===== config.mk =====
export PLATFORM = sky130hd
export DESIGN_NAME = bmp_copy_ctrl
export DESIGN_NICKNAME = d
export VERILOG_FILES = /design/src/rtl/bmp_copy_ctrl.sv
export SDC_FILE = /design/constraint.sdc
export NUM_CORES = 1
export LEC_CHECK = 0
export BUFFER_PORTS_ARGS = -buffer_cell sky130_fd_sc_hd__buf_2
export CORE_MARGIN = 3
export CORE_UTILIZATION = 52
export DETAILED_ROUTE_END_ITERATION = 16
export PLACE_DENSITY = 0.77
export REMOVE_ABC_BUFFERS = 1
export SYNTH_ARGS = -nofsm -noshare
export SYNTH_HDL_FRONTEND = slang
export SYNTH_SLANG_ARGS = --single-unit
export TNS_END_PERCENT = 20

===== constraint.sdc =====
create_clock -name clk -period 3 [get_ports clk]
set_input_delay 0.45 -clock clk [delete_from_list [all_inputs] [get_ports clk]]
set_output_delay 0.45 -clock clk [all_outputs]
set_load 0.05 [all_outputs]

===== src/rtl/bmp_copy_ctrl.sv =====
// bmp_copy_ctrl: streams a stored BMP from synchronous ROM into RAM,
// capturing and validating the 54-byte header on the way.
module bmp_copy_ctrl #(
  parameter int BYTE_WIDTH     = 8,
  parameter int ADDR_WIDTH     = 20,
  parameter int BMP_TOTAL_SIZE = 786486
) (
  input  logic                  clk,
  input  logic                  rst_n,
  input  logic                  in_valid,
  input  logic [BYTE_WIDTH-1:0] ROM_Q,
  output logic                  ROM_valid,
  output logic [ADDR_WIDTH-1:0] ROM_addr,
  output logic                  RAM_valid,
  output logic [BYTE_WIDTH-1:0] RAM_D,
  output logic [ADDR_WIDTH-1:0] RAM_addr,
  output logic                  pix_en,
  output logic [31:0]           img_width,
  output logic [31:0]           img_height,
  output logic [31:0]           pix_offset,
  output logic                  done,
  output logic                  err
);

  typedef enum logic [2:0] {
    IDLE,
    READ,
    DRAIN,
    DONE,
    ERR
  } state_t;

  localparam logic [ADDR_WIDTH-1:0] LAST =
    ADDR_WIDTH'(BMP_TOTAL_SIZE - 1);
  localparam logic [ADDR_WIDTH-1:0] HDR_LEN = ADDR_WIDTH'(54);
  localparam logic [ADDR_WIDTH-1:0] STEP = ADDR_WIDTH'(1);
  localparam logic [31:0] SIZE32 = 32'(BMP_TOTAL_SIZE);

  state_t state, state_d;

  logic                  rom_v_d;
  logic [ADDR_WIDTH-1:0] rom_a_d;
  logic                  ram_v_d;
  logic [ADDR_WIDTH-1:0] ram_a_d;
  logic                  done_d;
  logic                  err_d;
  logic [31:0]           off_d;
  logic [31:0]           wid_d;
  logic [31:0]           hgt_d;
  logic [7:0]            bpp_lo;
  logic [7:0]            bpp_d;
  logic                  off_ok;
  logic                  off_ok_d;

  logic [7:0]  hb;
  logic [5:0]  k;
  logic [4:0]  bsel;
  logic        is_hdr;
  logic        hdr_bad;
  logic [31:0] off_full;
  logic [31:0] addr32;

  // The byte on ROM_Q belongs to the write currently on the RAM port.
  assign hb       = ROM_Q[7:0];
  assign k        = RAM_addr[5:0];
  assign is_hdr   = RAM_valid && (RAM_addr < HDR_LEN);
  assign bsel     = {k[1:0] - 2'd2, 3'b000};
  assign off_full = {hb, pix_offset[23:0]};
  assign addr32   = {{(32 - ADDR_WIDTH){1'b0}}, RAM_addr};

  assign RAM_D  = RAM_valid ? ROM_Q : '0;
  assign pix_en = RAM_valid && off_ok && (addr32 >= pix_offset);

  assign hdr_bad = is_hdr && (
    ((k == 6'd0) && (hb != 8'h42)) ||
    ((k == 6'd1) && (hb != 8'h4D)) ||
    ((k == 6'd13) &&
     ((off_full < 32'd54) || (off_full >= SIZE32))) ||
    ((k == 6'd29) && ({hb, bpp_lo} != 16'd24)));

  always_comb begin
    state_d  = state;
    rom_v_d  = ROM_valid;
    rom_a_d  = ROM_addr;
    ram_v_d  = 1'b0;
    ram_a_d  = RAM_addr;
    done_d   = done;
    err_d    = err;
    off_d    = pix_offset;
    wid_d    = img_width;
    hgt_d    = img_height;
    bpp_d    = bpp_lo;
    off_ok_d = off_ok;

    // Header fields 10, 18 and 22 all start at byte lane 2 mod 4.
    if (is_hdr) begin
      unique case (1'b1)
        (k >= 6'd10) && (k <= 6'd13): off_d[bsel +: 8] = hb;
        (k >= 6'd18) && (k <= 6'd21): wid_d[bsel +: 8] = hb;
        (k >= 6'd22) && (k <= 6'd25): hgt_d[bsel +: 8] = hb;
        (k == 6'd28):                 bpp_d = hb;
        default: ;
      endcase
      if (k == 6'd13) off_ok_d = 1'b1;
    end

    unique case (state)
      IDLE, DONE, ERR: begin
        if (in_valid) begin
          state_d  = READ;
          rom_v_d  = 1'b1;
          rom_a_d  = '0;
          done_d   = 1'b0;
          err_d    = 1'b0;
          off_d    = '0;
          wid_d    = '0;
          hgt_d    = '0;
          bpp_d    = '0;
          off_ok_d = 1'b0;
        end
      end
      READ: begin
        ram_v_d = 1'b1;
        ram_a_d = ROM_addr;
        if (ROM_addr == LAST) begin
          rom_v_d = 1'b0;
          state_d = DRAIN;
        end else begin
          rom_a_d = ROM_addr + STEP;
        end
      end
      DRAIN: begin
        state_d = DONE;
        done_d  = 1'b1;
      end
      default: state_d = IDLE;
    endcase

    // A bad header byte is still written; the in-flight read is dropped.
    if (hdr_bad) begin
      state_d = ERR;
      rom_v_d = 1'b0;
      ram_v_d = 1'b0;
      done_d  = 1'b0;
      err_d   = 1'b1;
    end
  end

  always_ff @(posedge clk or negedge rst_n) begin
    if (!rst_n) begin
      state      <= IDLE;
      ROM_valid  <= 1'b0;
      ROM_addr   <= '0;
      RAM_valid  <= 1'b0;
      RAM_addr   <= '0;
      done       <= 1'b0;
      err        <= 1'b0;
      pix_offset <= '0;
      img_width  <= '0;
      img_height <= '0;
      bpp_lo     <= '0;
      off_ok     <= 1'b0;
    end else begin
      state      <= state_d;
      ROM_valid  <= rom_v_d;
      ROM_addr   <= rom_a_d;
      RAM_valid  <= ram_v_d;
      RAM_addr   <= ram_a_d;
      done       <= done_d;
      err        <= err_d;
      pix_offset <= off_d;
      img_width  <= wid_d;
      img_height <= hgt_d;
      bpp_lo     <= bpp_d;
      off_ok     <= off_ok_d;
    end
  end

endmodule


==> results of run 1 <==
[what timing repair did]
action,CTS,global route
buffers inserted,0,1
setup endpoints to repair,0,1
hold buffers,1,0
hold endpoints to repair,13,0
gates resized for setup,0,5
[power by group through the flow]
stage	Clock [mW]	Combinational [mW]	Sequential, mW
after floorplan	0	1.41	4.02
after global placement	0	3.58	2.89
after detailed placement	0	3.65	2.90
after CTS	2.31	3.68	2.87
after global routing	2.40	3.99	2.94
final	2.30	3.70	2.89
[cell type report]
type	instances	area [µm²]	share of cell area [%]
Sequential cell	152	3800	42.9
Timing Repair Buffer	178	960	10.8
Inverter	29	109	1.23
Clock buffer	21	470	5.31
Tap cell	176	220	2.48
Multi-Input combinational cell	547	3130	35.3
Clock inverter	11	168	1.89
[state kept, by name, indices dropped and copies added, names as in the netlist]
name	cells
bpp_lo	8
ROM_valid	1
err	1
RAM_valid	1
img_height	32
state	3
off_ok	1
img_width	32
ROM_addr	20
done	1
RAM_addr	20
pix_offset	32
[per-stage QoR]
step / instances / instance area [µm²]
after floorplan: 728 / 7030
after global placement: 1079 / 8190
after detailed placement: 1080 / 8200
after CTS: 1113 / 8840
after global routing: 1114 / 8860
final: 1114 / 8860
[worst paths after layout]
path                                startpoint             end  slack, ns  cells after the start
worst max-delay path               RAM_addr[0]          pix_en       0.14                      9
worst min-delay path                  in_valid            done       0.41                      4
worst max register to register    RAM_addr[19]  img_height[14]       0.43                      6
worst min register to register  img_height[24]  img_height[24]       0.50                      2
max in group asynchronous                rst_n     RAM_addr[0]       1.63                      3
min in group asynchronous                rst_n  img_height[16]       0.54                      2
[cell usage after synthesis (2+ instances only)]
cell type	number
xnor2_1	13
nand4b_1	5
nor2b_1	2
nor4_1	13
o22ai_1	2
inv_1	29
buf_1	9
o211ai_1	3
nand2b_1	4
ha_1	28
o21ai_1	3
nand2_1	108
and3_1	2
nor2_1	39
nor3_1	11
o21ai_0	112
a21oi_1	14
clkbuf_1	23
buf_2	9
mux2i_1	8
o31ai_1	2
and2_1	9
nor4b_1	6
nand3_1	115
a2111oi_0	2
or3_1	2
nand4_1	8
a211oi_1	11
nor4bb_1	2
dfrtp_1	152
a21o_1	3
[layer usage]
metal / wire length, µm / share of wire, % / GRT usage (%)
met5: 0 / 0 / 0
met4: 396 / 1.9 / 8.51
met3: 1490 / 7.2 / 5.13
met2: 9730 / 47 / 43.5
met1: 8930 / 43 / 37.3
[tightest hold or removal path, cell delays in order]
cell     delay [ns]
buf_2          0.14
nand2_1        0.06
a22oi_1        0.06
nor2_1         0.08
[cells by family after synthesis]
| kind of cell | Yosys count |
|---|---|
| simple gates | 332 |
| compound gates | 164 |
| flops | 152 |
| buf+inv | 71 |
| fa+ha+maj | 28 |
| xor+xnor | 14 |
| mux | 9 |
[layout by cell type, fill, tap and decap left out, types with 5 or more instances in the layout]
cell,netlist,layout
inv_1,29,29
nand4_1,8,8
nor3_1,11,11
nor2_1,39,39
o21ai_0,112,112
a211oi_1,11,11
ha_1,28,28
clkbuf_16,0,17
and2_1,9,9
dfrtp_1,152,151
nor4b_1,6,6
nor4_1,13,13
mux2i_1,8,8
nand2_1,108,108
buf_4,1,17
buf_2,9,158
nand4b_1,5,5
xnor2_1,13,13
a21oi_1,14,14
nand3_1,115,115
==> metrics.txt, run 1 <==
status finished clean; Pins Over Slew Limit 0; synthesis-to-finish area growth 23.1%; Setup WS pre-CTS 0.462 ns; post-synthesis area per instance 9.35 µm²; sw frac 45.6%; CP Cell Sequence inv_1, ha_1, inv_1, a21boi_0, o21ai_0, a21oi_1, o21ai_0, a21oi_1, buf_4; clock tree buffer depth 2; Leak 4.33 nW; Starting Density 53.7%; Vias 6473; TNS Setup 0 ns; die width 124 µm; Post-synth EDFFs 0; RSZ-0062 raised after global routing no; Clk pwr share 25.9%; Final Skew 0.00967 ns; max cap viols 0; part of the power in combinational logic 41.6%; Netlist Area Pre-Place 0.00720 mm²; clk slew on worst S/H paths 0.06 ns; top cell type's share of synthesized area 52.8%; Cell Rows 42; PwrDens 1000 mW/mm²; vias per cell 5.81; area leader, netlist dfrtp_1; Tmin final 2.86 ns; CP peak stage delay 0.43 ns; total design power 8.89 mW; gp weighted congestion 0.891; register area share after synthesis 52.8%; number of inserted diodes 0; multiplexer area fraction after synthesis 1.27%; # DRC 0; Antenna Nets Post-Route 0; DP HPWL 14400 µm; area of the core 0.0134 mm²; Tot GR Track Use 27.0%; crit start category flop; TritonCTS buffer count 17; die footprint 0.0153 mm²; Synth Area in Compound Gates 12.8%; TritonRoute pass-1 iters 5; # clock sinks 152; CTS tree built; Synth area leaders dfrtp_1, nand3_1, o21ai_0; H-tree depth 4; Synth Warn # 0; #FFs+latches synth 152; Final WS setup 0.135 ns; io pins 160; die height 124 µm; Power Internal 4.84 mW; Synth async-reset ratio 100%; grt ovf 0; largest family of logic cells by synthesized area simple AND/OR/NAND/NOR gates; actual slew at the worst max-slew pin 1.10 ns; initial antenna violation count 0; Port Buf Inserts 159; Main synth FF type dfrtp_1; Psw 4.05 mW; critical path class reg2out; Setup crit end kind output port; layout cells sized above 1 23.2%; required time worst endpoint 2.55 ns; Final Hold Vio Count 0; Flop pwr share 32.5%; relative slew slack 25.9%; Crit-path slowest cell dfrtp_2; Max VDD drop 0.000756 V; arrival time worst endpoint 2.41 ns; post-route core utilization 66.1%; xor and xnor fraction of the mapped netlist area 1.70%; CP top delay family compound AO/OA/AOI/OAI gates; Filler cells 1083; vias in the first global route 6054; Finish-stage setup viols 0; clk root buf clkbuf_16; CP bufs+invs 3; Wirelength per Cell 18.4 µm; initial DRC count 560; Routed WL 20500 µm; distinct cell type count after synthesis 52; crit path max fanout 7; Skew-Pair Late Insertion Delay 0.42 ns; Mapped Cells 770; final period utilization 95.5%; adder-cell area share of the yosys netlist 4.87%; largest net degree at the start of global routing 71; post-synthesis simple-gate area fraction 22.6%; nets 964; Fin Hold WS 0.415 ns; Hold Path Class in2reg; first-pass GRT wire length 31900 µm; fmax 0.349 GHz
No activity file was read; power rests on OpenSTA's default activity.
==> inputs of run 2 (changes only) <==
Settings changed: CELL_PAD_IN_SITES_DETAIL_PLACEMENT set to 0, CELL_PAD_IN_SITES_GLOBAL_PLACEMENT set to 1, CORE_UTILIZATION 52 to 44, PLACE_DENSITY 0.77 to unset, PLACE_DENSITY_LB_ADDON set to 0.1.
==> run 2 against run 1 <==
Compared with the run above: fmax is 2.4% higher; largest power group unchanged; combinational power barely moved; sequential power about the same; non-clock buffer count rose by 6; setup slack better by 0.067 ns; clock power down 10%; final area is 0.27% higher; clock skew down 0.0027 ns.
==> metrics.txt, run 2 (synthesis results as in run 1) <==
status finished clean; layout cells sized above 1 23.8%; synthesis-to-finish area growth 23.4%; r2r setup slk 0.37 ns; Setup WS pre-CTS 0.379 ns; CP top delay family compound AO/OA/AOI/OAI gates; Clk pwr share 23.9%; Crit-path slowest cell dfrtp_2; # clock sinks 152; initial DRC count 346; Pins Over Slew Limit 0; Cell Rows 46; Skew-Pair Late Insertion Delay 0.41 ns; TNS Setup 0 ns; M1 WL 9320 µm; io pins 160; relative slew slack 38.9%; Max Used Layer met4; crit start category flop; first-pass GRT wire length 33800 µm; post-route core utilization 55.7%; placed insts 1128; final period utilization 93.3%; critical path class reg2out; die width 134 µm; RSZ-0062 raised after global routing no; Flop pwr share 33.4%; die height 134 µm; final cell count without fillers 1158; CP Cell Sequence inv_1, ha_1, inv_1, a21boi_0, o21ai_0, a21oi_1, o21ai_1, a21oi_1, clkbuf_4; WP depth 9; biggest regs img_height x32, img_width x32, pix_offset x32; area of the multi-input gates 0.00313 mm²; H-tree depth 4; total design power 8.64 mW; fmax 0.357 GHz; DP HPWL 15300 µm; CP bufs+invs 3; Final Skew 0.00698 ns; PwrDens 973 mW/mm²; Hold Path Class in2async; R2R depth 6; grt ovf 0; part of the power in combinational logic 42.7%; Filler cells 1483; die footprint 0.0179 mm²; Leak 4.32 nW; Tmin final 2.80 ns; crit path max fanout 7; metal3 WL 1040 µm; area of the core 0.0159 mm²; Wirelength per Cell 18.1 µm; nets 970; cell area after layout 0.00889 mm²; Antenna Nets Post-Route 0; vias per cell 5.54; actual slew at the worst max-slew pin 0.910 ns; max cap viols 0; Setup crit end kind output port; TritonRoute pass-1 iters 5; gp weighted congestion 0.899; most frequent cells in the layout buf_2, dfrtp_1, nand3_1; Power Internal 4.61 mW; required time worst endpoint 2.55 ns; sw frac 46.6%; arrival time worst endpoint 2.35 ns; clk slew on worst S/H paths 0.06 ns; Area after DPL 0.00831 mm²; TritonCTS buffer count 17; Psw 4.03 mW; Fin Hold WS 0.0400 ns; clk root buf clkbuf_16; met2 routed WL 10100 µm; number of inserted diodes 0; Port Buf Inserts 159; Tot GR Track Use 23.7%; CP peak stage delay 0.43 ns; vias in the first global route 6178; initial antenna violation count 0; CTS tree built; largest net degree at the start of global routing 70; Vias 6412; Final Hold Vio Count 0; Routed WL 21000 µm; Finish-stage setup viols 0; register area 0.00380 mm²; Final WS setup 0.202 ns; commonest non-fill, non-tap cell in the layout buf_2; Max VDD drop 0.000691 V; Starting Density 45.1%; clock tree buffer depth 2; # DRC 0
## run 2: final cells by class
cell class | instances | share of cell area [%]
Timing Repair Buffer | 184 | 11.3
Tap cell | 216 | 3.04
Sequential cell | 152 | 42.8
Multi-Input combinational cell | 547 | 35.2
Clock inverter | 12 | 1.44
Clock buffer | 18 | 4.94
Inverter | 29 | 1.23
## run 2: worst paths after layout
| path | from | endpoint |
|---|---|---|
| worst max-delay path | RAM_addr[0] | pix_en |
| worst min-delay path | rst_n | img_width[15] |
| worst max register to register | RAM_valid | pix_offset[6] |
| worst min register to register | err | err |
| max in group asynchronous | rst_n | img_height[21] |
| min in group clk | ROM_Q[7] | pix_offset[31] |
## run 2: repair_timing
action	in CTS	in global routing
endpoints found under the hold margin	0	0
hold buffers	0	0
setup endpoints to repair	0	1
gates resized for setup	0	5
setup buffers	0	0
## run 2: power by group through the flow
stage	clock [mW]	sequential [mW]	combinational [mW]
after floorplan	0	4.02	1.41
after global placement	0	2.89	3.65
after detailed placement	0	2.91	3.68
after CTS	2.11	2.88	3.69
after global routing	2.20	2.95	4.00
final	2.06	2.89	3.69
## run 2: worst register-to-register path: stages, from the launching register on
cell	delay, ns
dfrtp_1	0.60
nor4b_1	0.49
nand4_1	0.33
nor4b_4	0.41
nand2_1	0.36
nand3_1	0.20
o21ai_0	0.10
## run 2: layer usage
metal	global-route usage, %	vias up
li1	-	3051
met1	32.4	3125
met2	38.0	196
met3	4.20	40
met4	9.09	0
met5	0	-
